==> src/rtl/pong_pkg.sv <==
// rtl/pong_pkg.sv - shared types and encodings for the Speed Pong match sequencer
package pong_pkg;

    typedef enum logic [2:0] {
        IDLE,
        SERVE,
        RALLY,
        POINT,
        OVER
    } match_state_t;

    localparam logic SERVE_LEFT  = 1'b0;
    localparam logic SERVE_RIGHT = 1'b1;

    localparam logic [1:0] WIN_NONE = 2'b00;
    localparam logic [1:0] WIN_P1   = 2'b01;
    localparam logic [1:0] WIN_P2   = 2'b10;

    localparam logic [1:0] SPEED_MAX = 2'd3;

endpackage

==> src/rtl/tick_timer.sv <==
// rtl/tick_timer.sv - 8-bit loadable down-counter advanced by the tick strobe
module tick_timer (
    input  logic       clk,
    input  logic       resetB,
    input  logic       load,
    input  logic [7:0] load_value,
    input  logic       tick,
    output logic       done
);

    logic [7:0] count;

    always_ff @(posedge clk or negedge resetB) begin
        if (!resetB) begin
            count <= 8'd0;
        end else if (load) begin
            count <= load_value;
        end else if (tick && (count != 8'd0)) begin
            count <= count - 8'd1;
        end
    end

    // done marks the edge that consumes the final tick, so the owner can
    // change state on that same edge; it must not depend on load.
    assign done = tick && (count == 8'd1);

endmodule

==> src/rtl/pong_match_ctrl.sv <==
// rtl/pong_match_ctrl.sv - rally lifecycle, scoring and speed-level sequencer
module pong_match_ctrl #(
    parameter int WIN_SCORE      = 7,
    parameter int SERVE_TICKS    = 100,
    parameter int POINT_TICKS    = 60,
    parameter int HITS_PER_LEVEL = 4
) (
    input  logic       clk,
    input  logic       resetB,
    input  logic       tick,
    input  logic       start,
    input  logic       goalLeft,
    input  logic       goalRight,
    input  logic       paddleHit,
    output logic       ballHold,
    output logic       ballCenter,
    output logic       serveDir,
    output logic [1:0] speedLevel,
    output logic [3:0] p1score,
    output logic [3:0] p2score,
    output logic [1:0] winner
);

    import pong_pkg::*;

    localparam logic [3:0] WIN_Q     = 4'(WIN_SCORE);
    localparam logic [7:0] SERVE_Q   = 8'(SERVE_TICKS);
    localparam logic [7:0] POINT_Q   = 8'(POINT_TICKS);
    localparam logic [3:0] HITS_LAST = 4'(HITS_PER_LEVEL - 1);

    match_state_t state_q;
    match_state_t state_d;

    logic       hold_d;
    logic       center_d;
    logic       dir_d;
    logic [1:0] speed_d;
    logic [3:0] p1_d;
    logic [3:0] p2_d;
    logic [1:0] winner_d;
    logic [3:0] hits_q;
    logic [3:0] hits_d;

    logic       timer_load;
    logic [7:0] timer_value;
    logic       timer_done;

    tick_timer u_timer (
        .clk        (clk),
        .resetB     (resetB),
        .load       (timer_load),
        .load_value (timer_value),
        .tick       (tick),
        .done       (timer_done)
    );

    always_ff @(posedge clk or negedge resetB) begin
        if (!resetB) begin
            state_q    <= IDLE;
            ballHold   <= 1'b1;
            ballCenter <= 1'b0;
            serveDir   <= SERVE_RIGHT;
            speedLevel <= 2'd0;
            p1score    <= 4'd0;
            p2score    <= 4'd0;
            winner     <= WIN_NONE;
            hits_q     <= 4'd0;
        end else begin
            state_q    <= state_d;
            ballHold   <= hold_d;
            ballCenter <= center_d;
            serveDir   <= dir_d;
            speedLevel <= speed_d;
            p1score    <= p1_d;
            p2score    <= p2_d;
            winner     <= winner_d;
            hits_q     <= hits_d;
        end
    end

    always_comb begin
        state_d     = state_q;
        center_d    = 1'b0;
        dir_d       = serveDir;
        speed_d     = speedLevel;
        p1_d        = p1score;
        p2_d        = p2score;
        winner_d    = winner;
        hits_d      = hits_q;
        timer_load  = 1'b0;
        timer_value = SERVE_Q;

        case (state_q)
            IDLE: begin
                if (start) begin
                    state_d = SERVE;
                    p1_d    = 4'd0;
                    p2_d    = 4'd0;
                end
            end
            SERVE: begin
                if (timer_done) begin
                    state_d = RALLY;
                end
            end
            RALLY: begin
                // goalLeft outranks goalRight, and any goal swallows a same-cycle hit
                if (goalLeft) begin
                    p2_d        = p2score + 4'd1;
                    dir_d       = SERVE_LEFT;
                    state_d     = POINT;
                    timer_load  = 1'b1;
                    timer_value = POINT_Q;
                end else if (goalRight) begin
                    p1_d        = p1score + 4'd1;
                    dir_d       = SERVE_RIGHT;
                    state_d     = POINT;
                    timer_load  = 1'b1;
                    timer_value = POINT_Q;
                end else if (paddleHit) begin
                    if (hits_q == HITS_LAST) begin
                        hits_d = 4'd0;
                        if (speedLevel != SPEED_MAX) begin
                            speed_d = speedLevel + 2'd1;
                        end
                    end else begin
                        hits_d = hits_q + 4'd1;
                    end
                end
            end
            POINT: begin
                if (p1score == WIN_Q) begin
                    state_d  = OVER;
                    winner_d = WIN_P1;
                end else if (p2score == WIN_Q) begin
                    state_d  = OVER;
                    winner_d = WIN_P2;
                end else if (timer_done) begin
                    state_d = SERVE;
                end
            end
            OVER: begin
                if (start) begin
                    state_d  = SERVE;
                    p1_d     = 4'd0;
                    p2_d     = 4'd0;
                    winner_d = WIN_NONE;
                    dir_d    = SERVE_RIGHT;
                end
            end
            default: begin
                state_d = IDLE;
            end
        endcase

        // Every path into SERVE recentres the ball and restarts the rally pace.
        if ((state_d == SERVE) && (state_q != SERVE)) begin
            center_d    = 1'b1;
            timer_load  = 1'b1;
            timer_value = SERVE_Q;
            speed_d     = 2'd0;
            hits_d      = 4'd0;
        end

        hold_d = (state_d != RALLY);
    end

endmodule
==> config.mk <==
export PLATFORM = sky130hd
export DESIGN_NAME = pong_match_ctrl
export DESIGN_NICKNAME = d
export VERILOG_FILES = /design/src/rtl/pong_pkg.sv /design/src/rtl/tick_timer.sv /design/src/rtl/pong_match_ctrl.sv
export SDC_FILE = /design/constraint.sdc
export NUM_CORES = 1
export LEC_CHECK = 0
export ABC_CLOCK_PERIOD_IN_PS = 3500
export CAP_MARGIN = 10
export CORE_ASPECT_RATIO = 0.9
export CORE_MARGIN = 5
export CORE_UTILIZATION = 49
export CTS_BUF_LIST = sky130_fd_sc_hd__clkbuf_8
export CTS_CLUSTER_SIZE = 25
export DETAILED_ROUTE_END_ITERATION = 10
export GPL_TIMING_DRIVEN = 0
export PLACE_DENSITY = 0.72
export SYNTH_ARGS = -nofsm -noshare
export SYNTH_HDL_FRONTEND = slang
export SYNTH_HIERARCHICAL = 1
export SYNTH_SLANG_ARGS = --single-unit
==> constraint.sdc <==
create_clock -name clk -period 3.5 [get_ports clk]
set_input_delay 1.05 -clock clk [delete_from_list [all_inputs] [get_ports clk]]
set_output_delay 1.05 -clock clk [all_outputs]
set_load 0.03 [all_outputs]
==> impl_metrics.tcl <==
set metrics [dict create \
    switchingPower_mw 0.8136 \
    drc 0 \
    switching_share 0.4390 \
    hp-class "reg2reg" \
    rsz0062_at_grt "false" \
    die_h_um 67.19 \
    seq_area_frac_synth 0.4230 \
    status "finished, final reports clean" \
    cts_tree "yes" \
    path_class "in2reg" \
    grt_pass1_wl_mm 6.499 \
    ant_nets 0 \
    port_buffers 21 \
    clock-root-buffer "clkbuf_8" \
    p_total_mw 1.853 \
    viasPerCell 5.739 \
    rows 20 \
    cts_made_buffers 5 \
    comb_power_share 0.511 \
    yosys_warnings 6 \
    start_util 0.5156 \
    routedWlPerCell_um 14.66 \
    ios 22 \
    grt.total_usage 0.1682 \
    async_flop_share 1.000 \
    synth_edf_count 0 \
    drt-initial-drc-count 79 \
    powerDensity_mw_per_mm2 844.0 \
    leakage_nw 0.9819 \
    worst_pin_slew_ns 0.6659 \
    critical_path_arrival_ns 3.41 \
    dp.cells 252 \
    syn-cell-area_mm2 0.001780 \
    finalSetupViolCount 0 \
    nets 230 \
    clkPwrFrac 0.149 \
    path_clk_slew_ns 0.06 \
    final_cells 261 \
    finalInstanceArea_mm2 0.002196 \
    cp.required_ns 3.64 \
    clock_path_buffers 2 \
    antenna_cells 0 \
    power.share.sequential 0.340 \
    vias 1498 \
    fmax_mhz 306.4 \
    worstSkewPairLatency_ns 0.27 \
    period_share 0.9324 \
    dp.final_hpwl_mm 2.923 \
    core_area_mm2 0.003453 \
    p_int_mw 1.040 \
    antenna_found_initial 0 \
    end_kind "flop" \
    cts_max_level 2 \
    synthFlopType "dfrtp_1" \
    path_max_fanout 9 \
    maxSlewHeadroom 0.5547 \
    grt_max_degree 20 \
    fillers 279 \
    synth_cells 182 \
    dr.pass1.iters 4 \
    place_congestion 0.8542 \
    report.final.hold_viol_count 0 \
    clock_skew_ns 0.005984 \
    die_w_um 73.54 \
    drive_above_1_share 0.1429 \
    dieArea_mm2 0.004941 \
    worstSetupStartpointType "input pin" \
    clock-sinks 30 \
    holdWs_ns 0.5476 \
    grt-ovfl-total 0 \
    finalWirelength_mm 3.827 \
    dpl-instance-area_mm2 0.002088 \
    ir_drop_uv 484.4 \
    ys_types 54 \
    grt_pass1_vias 1443 \
    ys_ff_latch 30 \
    timing.final.crit_period_ns 3.264 \
    flow.area_growth_from_synthesis_pct 23.33 \
    avgSynthCellArea_um2 9.783 \
    slew_violations 0 \
    cap_viol_max_count 0 \
    cts_hold_buffers 0 \
]
[worst max-delay path, stage by stage]
cell	delay [ns]
dlygate4sd2_1	0.31
or4b_2	0.67
nor2_4	0.16
o2111ai_1	0.18
a211oi_4	0.29
a21o_1	0.21
clkinv_1	0.24
o2111ai_1	0.17
o311ai_1	0.12
[synth_stat cells (2+ instances only)]
library cell,count,share of area
nor4b_1,2,0.0098
and2_1,2,0.0070
conb_1,2,0.0042
o21ai_0,6,0.017
nand4b_1,2,0.0098
inv_1,9,0.019
nor3b_1,3,0.013
a31oi_1,4,0.014
nand4_1,4,0.014
o2111ai_1,4,0.020
o311ai_1,2,0.0098
xor2_1,4,0.020
nor2b_1,2,0.0070
nor2_1,15,0.032
ha_1,7,0.049
o21ai_1,3,0.0084
nand2_1,15,0.032
dfrtp_1,28,0.39
dfstp_2,2,0.030
nor3b_2,2,0.014
buf_2,2,0.0056
mux2i_1,6,0.034
nand3b_1,2,0.0084
a21oi_1,14,0.039
nand3_1,9,0.025
o31ai_1,2,0.0084
and3_1,2,0.0070
[sequential cells by signal, indices dropped and copies added, names as in the netlist, 2 cells and up]
name / flops
hits_q: 4
u_timer/count: 8
winner: 2
p1score: 4
state_q: 3
speedLevel: 2
p2score: 4
[cells in the final DEF (no fill, tap or decap), types with 2 or more instances in the layout]
master           count
a21oi_1             14
a31oi_1              4
and2_1               2
and3_1               2
buf_4                3
clkbuf_8             6
clkdlybuf4s50_1     20
conb_1               6
dfrtp_1             28
dfstp_2              2
ha_1                 7
inv_1               10
mux2i_1              6
nand2_1             15
nand3_1              9
nand3b_1             2
nand4_1              4
nand4b_1             2
nor2_1              14
nor2b_1              2
nor3b_1              3
nor3b_2              2
nor4b_1              2
o2111ai_1            4
o21ai_0              6
o21ai_1              3
o311ai_1             2
o31ai_1              2
xor2_1               4
[per-stage QoR]
| stage | utilization | setup WS [ns] | TNS, ns |
|---|---|---|---|
| after global routing | 0.6359 | 0.07504 | 0 |
| final | 0.6359 | 0.2365 | 0 |
| after floorplan | - | 0.3337 | 0 |
| after CTS | 0.6359 | 0.2459 | 0 |
| after detailed placement | 0.6047 | -0.6845 | -5.312 |
| after global placement | 0.5967 | -0.6119 | -4.499 |
[per-layer routing]
metal	track usage	part of all wire	vias to the layer above	routed length, um
met5	0	0	-	0
met4	0.03394	0.0081	0	31
li1	-	-	732	-
met1	0.2199	0.46	728	1778
met2	0.2810	0.48	32	1838
met3	0.04464	0.047	6	179
[worst paths after layout]
kind,start,endpoint,slack [ns],depth (start not counted)
hold reg to reg,winner[1]$_DFFE_PN0P_,winner[1]$_DFFE_PN0P_,0.55,2
max in group asynchronous,resetB,ballHold$_DFF_PN1_,1.71,2
setup reg to reg,u_timer/count[2]$_DFFE_PN0P_,u_timer/count[3]$_DFFE_PN0P_,0.80,8
min in group asynchronous,resetB,p2score[0]$_DFFE_PN0P_,1.18,1
setup / recovery,tick,u_timer/count[3]$_DFFE_PN0P_,0.24,9
hold / removal,winner[1]$_DFFE_PN0P_,winner[1]$_DFFE_PN0P_,0.55,2
[repair_timing]
item,CTS,global route
setup buffers,1,0
gates resized for setup,4,0
endpoints found under the setup margin,8,0
[layout make-up]
cell class | count | area (um2) | area share
Timing Repair Buffer | 23 | 244.0 | 0.1111
Sequential cell | 30 | 753.2 | 0.3430
Multi-Input combinational cell | 142 | 983.4 | 0.4479
Clock inverter | 2 | 8.758 | 0.003989
Tap cell | 44 | 55.05 | 0.02507
Buffer | 4 | 31.28 | 0.01424
Clock buffer | 6 | 82.58 | 0.03761
Inverter | 10 | 37.54 | 0.01709
[power by group through the flow]
stage	clock (mW)	sequential [mW]	combinational [mW]
6_report	0.276	0.629	0.948
5_1_grt	0.301	0.651	1.05
4_1_cts	0.285	0.627	0.955
3_5_place_dp	0	0.630	0.935
3_3_place_gp	0	0.624	0.904
2_1_floorplan	0	0.732	0.525
[cells by family (layout without fill, tap and decap cells)]
kind of cell | count (synthesis) | after routing | synth area share
compound gates | 45 | 45 | 0.1827
fa+ha+maj | 7 | 7 | 0.04919
xor+xnor | 4 | 4 | 0.01967
other cells | 2 | 6 | 0.004218
flops | 30 | 30 | 0.4230
buf+inv | 14 | 45 | 0.03724
simple gates | 74 | 74 | 0.2502
mux | 6 | 6 | 0.03373
Power figures use the tool's default switching activity.
